File: src/rtl/axis_frame_gen_pkg.sv
// Shared definitions for the AXI-Stream frame generator: register map,
// CTRL bit positions, FSM states and the stream handshake types.
package axis_frame_gen_pkg;

    localparam int AXIS_DATA_W = 16;

    localparam logic [2:0] REG_CTRL         = 3'd0;
    localparam logic [2:0] REG_FRAME_LEN    = 3'd1;
    localparam logic [2:0] REG_NUM_FRAMES   = 3'd2;
    localparam logic [2:0] REG_GAP          = 3'd3;
    localparam logic [2:0] REG_SEED         = 3'd4;
    localparam logic [2:0] REG_TX_BEATS     = 3'd5;
    localparam logic [2:0] REG_TX_FRAMES    = 3'd6;
    localparam logic [2:0] REG_STALL_CYCLES = 3'd7;

    // Write-side CTRL bits
    localparam int CTRL_START    = 0;
    localparam int CTRL_ABORT    = 1;
    localparam int CTRL_DONE_CLR = 2;
    localparam int CTRL_IRQ_EN   = 3;
    // Read-side CTRL bits
    localparam int CTRL_BUSY     = 0;
    localparam int CTRL_DONE     = 1;

    typedef enum logic [1:0] {
        ST_IDLE = 2'd0,
        ST_SEND = 2'd1,
        ST_GAP  = 2'd2
    } state_t;

    typedef struct packed {
        logic [AXIS_DATA_W-1:0] tdata;
        logic                   tvalid;
        logic                   tlast;
    } axis_source_t;

    typedef struct packed {
        logic tready;
    } axis_sink_t;

endpackage

File: src/rtl/axis_frame_gen_csr.sv
// Avalon-MM register block for the frame generator: address decode, config
// registers, command pulses, registered readdata and the done interrupt.
module axis_frame_gen_csr
    import axis_frame_gen_pkg::*;
#(
    parameter int LEN_WIDTH = 16,
    parameter int GAP_WIDTH = 8,
    parameter int CTR_WIDTH = 32
) (
    input  logic                 clk,
    input  logic                 reset,
    input  logic [31:0]          writedata,
    input  logic                 write,
    input  logic                 chipselect,
    input  logic [7:0]           address,
    input  logic                 read,
    output logic [31:0]          readdata,
    output logic                 irq,
    input  logic                 busy,
    input  logic                 done,
    input  logic [CTR_WIDTH-1:0] tx_beats,
    input  logic [CTR_WIDTH-1:0] tx_frames,
    input  logic [CTR_WIDTH-1:0] stall_cycles,
    output logic                 start,
    output logic                 abort,
    output logic                 done_clr,
    output logic [LEN_WIDTH-1:0] frame_len,
    output logic [31:0]          num_frames,
    output logic [GAP_WIDTH-1:0] gap,
    output logic [15:0]          seed
);

    logic        sel;
    logic        ctrl_wr;
    logic        irq_en;
    logic [31:0] rd_mux;

    assign sel     = chipselect && (address[7:3] == 5'd0);
    assign ctrl_wr = sel && write && (address[2:0] == REG_CTRL);

    // Abort wins over start in the same write; both are meaningless in the wrong state.
    assign start    = ctrl_wr && writedata[CTRL_START] && !writedata[CTRL_ABORT] && !busy;
    assign abort    = ctrl_wr && writedata[CTRL_ABORT] && busy;
    assign done_clr = ctrl_wr && writedata[CTRL_DONE_CLR];
    assign irq      = done && irq_en;

    always_comb begin
        rd_mux = '0;
        case (address[2:0])
            REG_CTRL: begin
                rd_mux[CTRL_BUSY]   = busy;
                rd_mux[CTRL_DONE]   = done;
                rd_mux[CTRL_IRQ_EN] = irq_en;
            end
            REG_FRAME_LEN:    rd_mux = 32'(frame_len);
            REG_NUM_FRAMES:   rd_mux = num_frames;
            REG_GAP:          rd_mux = 32'(gap);
            REG_SEED:         rd_mux = 32'(seed);
            REG_TX_BEATS:     rd_mux = 32'(tx_beats);
            REG_TX_FRAMES:    rd_mux = 32'(tx_frames);
            REG_STALL_CYCLES: rd_mux = 32'(stall_cycles);
            default:          rd_mux = '0;
        endcase
        if (address[7:3] != 5'd0) begin
            rd_mux = '0;
        end
    end

    always_ff @(posedge clk or negedge reset) begin
        if (!reset) begin
            readdata   <= '0;
            irq_en     <= 1'b0;
            frame_len  <= '0;
            num_frames <= '0;
            gap        <= '0;
            seed       <= '0;
        end else begin
            if (ctrl_wr) begin
                irq_en <= writedata[CTRL_IRQ_EN];
            end
            // Config is frozen while a run is in progress.
            if (sel && write && !busy) begin
                case (address[2:0])
                    REG_FRAME_LEN:  frame_len  <= writedata[LEN_WIDTH-1:0];
                    REG_NUM_FRAMES: num_frames <= writedata;
                    REG_GAP:        gap        <= writedata[GAP_WIDTH-1:0];
                    REG_SEED:       seed       <= writedata[15:0];
                    default:        ;
                endcase
            end
            if (sel && read) begin
                readdata <= rd_mux;
            end
        end
    end

endmodule

File: src/rtl/axis_frame_gen.sv
// Programmable AXI-Stream test-frame source: sequences frames and gaps,
// generates deterministic payloads and keeps transmit statistics.
module axis_frame_gen
    import axis_frame_gen_pkg::*;
#(
    parameter int DATA_WIDTH = 16,
    parameter int LEN_WIDTH  = 16,
    parameter int GAP_WIDTH  = 8,
    parameter int CTR_WIDTH  = 32
) (
    input  logic                  clk,
    input  logic                  reset,
    input  logic [31:0]           writedata,
    input  logic                  write,
    input  logic                  chipselect,
    input  logic [7:0]            address,
    input  logic                  read,
    output logic [31:0]           readdata,
    output logic [DATA_WIDTH-1:0] tx_tdata,
    output logic                  tx_tvalid,
    input  logic                  tx_tready,
    output logic                  tx_tlast,
    output logic                  irq
);

    state_t                 state;
    axis_source_t           src;
    axis_sink_t             snk;

    logic                   start;
    logic                   abort;
    logic                   done_clr;
    logic                   done;
    logic [LEN_WIDTH-1:0]   frame_len;
    logic [31:0]            num_frames;
    logic [GAP_WIDTH-1:0]   gap;
    logic [15:0]            seed;

    logic [LEN_WIDTH-1:0]   len_w;
    logic [31:0]            num_w;
    logic [GAP_WIDTH-1:0]   gap_w;
    logic [15:0]            seed_w;
    logic [LEN_WIDTH-1:0]   beat;
    logic [31:0]            frame_idx;
    logic [GAP_WIDTH-1:0]   gap_cnt;
    logic                   abort_pend;
    logic [CTR_WIDTH-1:0]   tx_beats;
    logic [CTR_WIDTH-1:0]   tx_frames;
    logic [CTR_WIDTH-1:0]   stall_cycles;

    logic                   xfer;
    logic [LEN_WIDTH-1:0]   beat_nxt;
    logic [31:0]            frame_nxt;
    logic                   last_frame;
    logic [LEN_WIDTH-1:0]   eff_len;

    assign snk.tready = tx_tready;
    assign tx_tdata   = DATA_WIDTH'(src.tdata);
    assign tx_tvalid  = src.tvalid;
    assign tx_tlast   = src.tlast;

    assign xfer       = src.tvalid && snk.tready;
    assign beat_nxt   = beat + 1'b1;
    assign frame_nxt  = frame_idx + 32'd1;
    assign last_frame = (num_w != 32'd0) && (frame_nxt == num_w);
    assign eff_len    = (frame_len == '0) ? LEN_WIDTH'(1) : frame_len;

    axis_frame_gen_csr #(
        .LEN_WIDTH (LEN_WIDTH),
        .GAP_WIDTH (GAP_WIDTH),
        .CTR_WIDTH (CTR_WIDTH)
    ) u_csr (
        .clk          (clk),
        .reset        (reset),
        .writedata    (writedata),
        .write        (write),
        .chipselect   (chipselect),
        .address      (address),
        .read         (read),
        .readdata     (readdata),
        .irq          (irq),
        .busy         (state != ST_IDLE),
        .done         (done),
        .tx_beats     (tx_beats),
        .tx_frames    (tx_frames),
        .stall_cycles (stall_cycles),
        .start        (start),
        .abort        (abort),
        .done_clr     (done_clr),
        .frame_len    (frame_len),
        .num_frames   (num_frames),
        .gap          (gap),
        .seed         (seed)
    );

    always_ff @(posedge clk or negedge reset) begin
        if (!reset) begin
            state        <= ST_IDLE;
            src          <= '0;
            done         <= 1'b0;
            len_w        <= '0;
            num_w        <= '0;
            gap_w        <= '0;
            seed_w       <= '0;
            beat         <= '0;
            frame_idx    <= '0;
            gap_cnt      <= '0;
            abort_pend   <= 1'b0;
            tx_beats     <= '0;
            tx_frames    <= '0;
            stall_cycles <= '0;
        end else begin
            // Clear first so a coincident completion below takes priority.
            if (done_clr) begin
                done <= 1'b0;
            end
            case (state)
                ST_IDLE: begin
                    if (start) begin
                        state        <= ST_SEND;
                        len_w        <= eff_len;
                        num_w        <= num_frames;
                        gap_w        <= gap;
                        seed_w       <= seed;
                        beat         <= '0;
                        frame_idx    <= '0;
                        abort_pend   <= 1'b0;
                        tx_beats     <= '0;
                        tx_frames    <= '0;
                        stall_cycles <= '0;
                        done         <= 1'b0;
                        src.tvalid   <= 1'b1;
                        src.tdata    <= '0;
                        src.tlast    <= (eff_len == LEN_WIDTH'(1));
                    end
                end
                ST_SEND: begin
                    if (abort) begin
                        abort_pend <= 1'b1;
                    end
                    if (src.tvalid && !snk.tready) begin
                        stall_cycles <= stall_cycles + 1'b1;
                    end
                    if (xfer) begin
                        tx_beats <= tx_beats + 1'b1;
                        if (src.tlast) begin
                            tx_frames <= tx_frames + 1'b1;
                            frame_idx <= frame_nxt;
                            beat      <= '0;
                            if (last_frame || abort_pend || abort) begin
                                state <= ST_IDLE;
                                src   <= '0;
                                done  <= 1'b1;
                            end else if (gap_w == '0) begin
                                src.tdata <= AXIS_DATA_W'(frame_nxt);
                                src.tlast <= (len_w == LEN_WIDTH'(1));
                            end else begin
                                state      <= ST_GAP;
                                gap_cnt    <= gap_w;
                                src.tvalid <= 1'b0;
                                src.tlast  <= 1'b0;
                            end
                        end else begin
                            // Payload beats are seed-relative; beat 0 carries the frame index.
                            beat      <= beat_nxt;
                            src.tdata <= AXIS_DATA_W'(seed_w) + AXIS_DATA_W'(beat_nxt);
                            src.tlast <= (beat_nxt == len_w - 1'b1);
                        end
                    end
                end
                ST_GAP: begin
                    if (abort) begin
                        state <= ST_IDLE;
                        src   <= '0;
                        done  <= 1'b1;
                    end else if (gap_cnt <= GAP_WIDTH'(1)) begin
                        state      <= ST_SEND;
                        src.tvalid <= 1'b1;
                        src.tdata  <= AXIS_DATA_W'(frame_idx);
                        src.tlast  <= (len_w == LEN_WIDTH'(1));
                    end else begin
                        gap_cnt <= gap_cnt - 1'b1;
                    end
                end
                default: begin
                    state <= ST_IDLE;
                    src   <= '0;
                end
            endcase
        end
    end

endmodule

File: config.mk
export PLATFORM = sky130hd
export DESIGN_NAME = axis_frame_gen
export DESIGN_NICKNAME = d
export VERILOG_FILES = /design/src/rtl/axis_frame_gen_pkg.sv /design/src/rtl/axis_frame_gen_csr.sv /design/src/rtl/axis_frame_gen.sv
export SDC_FILE = /design/constraint.sdc
export NUM_CORES = 1
export LEC_CHECK = 0
export CAP_MARGIN = 0
export CORE_ASPECT_RATIO = 2
export CORE_MARGIN = 10
export CORE_UTILIZATION = 55
export DETAILED_ROUTE_END_ITERATION = 7
export PLACE_DENSITY = 0.79
export RECOVER_POWER = 100
export SLEW_MARGIN = 15
export SYNTH_ARGS = -nofsm -noshare
export SYNTH_HDL_FRONTEND = slang
export SYNTH_HIERARCHICAL = 1
export SYNTH_SLANG_ARGS = --single-unit
File: constraint.sdc
create_clock -name clk -period 8 [get_ports clk]
set_input_delay 2 -clock clk [delete_from_list [all_inputs] [get_ports clk]]
set_output_delay 2 -clock clk [all_outputs]
set_load 0.02 [all_outputs]
==> metrics.md <==
| Metric | Value |
|---|---|
| Area of the mapped netlist | `around 19000 µm²` |
| Dpl ws | `~1.0 ns` |
| Synth cell types | `79` |
| Fraction of registers with async set/reset | `1.000` |
| Seq/Total Area, Yosys | `0.4564` |
| N_diodes | `0` |
| Hold path start | `u_csr/readdata[6]` |
| Top_reg_cell synth | `dfrtp_1` |
| Global-route usage over all layers | `0.2573` |
| EDFF count, synth | `0` |
| Post_cts resized | `0` |
| Worst Setup End Kind | `flip-flop` |
| Deepest level of the CTS H-tree | `1` |
| Clock slew at reported path FFs | `about 0.070 ns` |
| Most common cell after layout, fill and taps aside | `nand2_1` |
| Worst setup SP type | `input port` |
| Max VDD drop | `roughly 0.22 mV` |
| Mapped Avg Cell Area | `9.425 µm²` |
| CTS tree | `built` |
| Vias in the first global route | `around 16000` |
| Pwr Density | `198.4 nW/µm²` |
| Rel. slew slack | `-1.193` |
| DRT Wirelength | `57130 µm` |
| Status | `complete, but fails checks` |
| Max Freq | `around 0.14 GHz` |
| Critical-path maximum fanout | `13` |
| Synth warn | `6` |
| Sum Neg Setup Slack | `0 ns` |
| Critical path class | `input port to flip-flop` |
| # Post-CTS Setup Buffers | `0` |
| GP Congestion | `roughly 0.96` |
| Cells on Worst Hold Path | `2` |
| Final #Nets | `around 2100` |
| Core area | `approximately 34000 µm²` |
| Post-synthesis cell count | `2036` |
| Die ar. | `around 43000 µm²` |
| PortBufs | `96` |
| Die height | `284.2 µm` |
| Crit share post-route | `0.8816` |
| DRC violations left | `0` |
| Reg2Reg Setup Slack | `around 2.4 ns` |
| Worst clock skew | `~0.020 ns` |
| Mapped Nets | `2107` |
| Post-detail-place hpwl | `around 42000 µm` |
| Pins over their slew limit | `between 500 and 600` |
| Post-route ant nets | `0` |
| Fin crit period | `~7.1 ns` |
| Hold worst-path end | `u_csr/readdata[6]` |
| Grt ovf | `0` |
| # rows | `between 90 and 100` |
| Layout cell share with drive strength beyond 1 | `0.08031` |
| Vias | `about 16000` |
| Initial DRC Count | `1310` |
| Worst Reg-to-Reg Cells | `11` |
| Fin. Hold Viols | `0` |
| Drt wl/cell | `22.55 µm` |
| Number of synthesized register bits | `350` |
| Failing checks | `capacitance limit, slew limit` |
| Fillcell total | `about 2900` |
| RSZ-0062 raised after global routing | `false` |
| Largest net degree at the start of global routing | `about 130` |
| Clk root buf | `clkbuf_16` |
| Width of the die | `~150 µm` |
| I/O pin count | `slightly below 100` |
| R2r endpoint | `tx_tdata[15]` |
| Initial antenna violation count | `0` |
| Design Area, Final | `roughly 21000 µm²` |
| Vias/cell | `6.294` |
| Clock latency on the worst-skew pair | `between 0.5 and 0.6 ns` |
| Final core occ | `0.6184` |
| Total CTS buffers | `31` |
| Critical Path AT | `between 7 and 8 ns` |
| Area growth from synthesis to layout | `10.72%` |
| CTS sink cnt | `350` |
| Max cap viols | `8` |
| Final setup fails | `0` |
| First-pass GRT wire length | `around 90000 µm` |
| Dpl cell area | `~20000 µm²` |
| Final Total Pwr | `roughly 4.2 mW` |
| DRT Pass-1 Iters | `5` |
| Req. time, crit path | `8.44 ns` |
| Hold_buf cts | `0` |
| Commonest cells after routing, fill and taps aside | `nand2_1, dfrtp_1, nor2_1, o21ai_0, xor2_1` |
| Setup ws final | `approximately 0.95 ns` |
| Slew @ Worst Pin | `3.289 ns` |
| RR Startpoint | `frame_idx[0]` |
| Leak | `roughly 10 nW` |
| Maximum buffer depth of the clock tree | `3` |
| Starting density of the core | `0.5586` |
| Tightest Hold Check Type | `flip-flop to flip-flop` |
-- report_power, final --
group          switching [mW]  internal [mW]
combinational           0.437          0.257
clock                   0.695          0.857
sequential              0.120           1.85
total                    1.25           2.96
-- cells by family after synthesis --
group,count (synthesis),share of synthesized area
compound gates,343,0.1176
flops,350,0.4564
fa+ha+maj,25,0.01669
xor+xnor,179,0.08470
simple gates,846,0.2088
buf+inv,157,0.03488
mux,136,0.08092
-- state kept, by name (all words and copies together), names as in the netlist, 16 cells and up --
name              cells
u_csr/seed           16
tx_tdata             16
frame_idx            32
len_w                16
tx_beats             32
stall_cycles         32
beat                 16
tx_frames            32
u_csr/num_frames     32
u_csr/readdata       32
seed_w               16
u_csr/frame_len      16
num_w                32
-- how the worst max path moves through the flow --
stage                     from             to  slack [ns]  cells past startpoint
global placement    address[6]  tx_frames[29]        1.18                     13
CTS                 address[6]  tx_frames[31]        1.58                     13
floorplan           address[6]  tx_frames[29]        2.50                     13
finish              address[6]   tx_beats[31]        0.95                     16
global route        address[6]   tx_beats[29]        0.61                     16
detailed placement  address[6]  tx_frames[31]         1.0                     13
-- cell type report --
| type | count | area (µm²) | share of cell area |
|---|---|---|---|
| Multi-Input combinational cell | 1529 | 9714 | 0.4572 |
| Sequential cell | 350 | 8758 | 0.4122 |
| Timing Repair Buffer | 111 | 1023 | 0.04817 |
| Clock buffer | 43 | 870.8 | 0.04099 |
| Tap cell | 441 | 551.8 | 0.02597 |
| Inverter | 47 | 176.4 | 0.008304 |
| Clock inverter | 12 | 150.1 | 0.007067 |
-- Yosys cell counts, drive strengths merged (8+ instances only) --
library cell,number,area (µm²)
clkbuf,70,264.0
buf,40,229.0
ha,24,300.3
nand4,41,256.5
a21o,8,60.06
and4,15,131.4
a22o,34,297.8
a221oi,13,113.9
or3,20,125.1
xor2,99,867.1
nor2,166,630.6
a31oi,10,62.56
o21ai,104,520.5
nand2b,19,118.9
mux2i,49,490.5
o31ai,25,187.7
nor2b,10,62.56
nand3,76,412.9
o22ai,21,131.4
dfrtp,350,8758
a21oi,70,354.1
xnor2,76,665.6
inv,47,176.4
a22oi,11,82.58
nor4,30,239.0
nand2,379,1430
and2,16,100.1
nor3,29,161.4
a222oi,8,80.08
and3,23,143.9
mux2,80,904.6
-- stage by stage --
stage,hold slack [ns],cells
6_report,0.4825,2533
4_1_cts,0.4923,2533
5_1_grt,0.5082,2533
2_1_floorplan,0.4387,2036
3_5_place_dp,0.4732,2478
3_3_place_gp,0.4566,2478
-- worst max-delay path, cell delays in order --
cell and delay [ns]:
clkdlybuf4s50_1 0.39, or4b_1 0.53, nor3_1 0.59, nand2_1 0.13, nor4bb_1 0.74, nand2b_1 0.33
a21oi_1 0.20, clkbuf_1 0.58, nand4_1 0.37, or2_2 0.45, nor2_1 0.34, nand2_1 0.20
nor2_1 0.30, nand3_1 0.13, xor2_1 0.14, nor2_1 0.07
-- metal layers --
| metal | track usage | part of all wire |
|---|---|---|
| met5 | 0 | 0 |
| met1 | 0.2772 | 0.36 |
| met4 | 0.1839 | 0.077 |
| met3 | 0.03463 | 0.051 |
| met2 | 0.4527 | 0.51 |
Power figures use the tool's default switching activity.
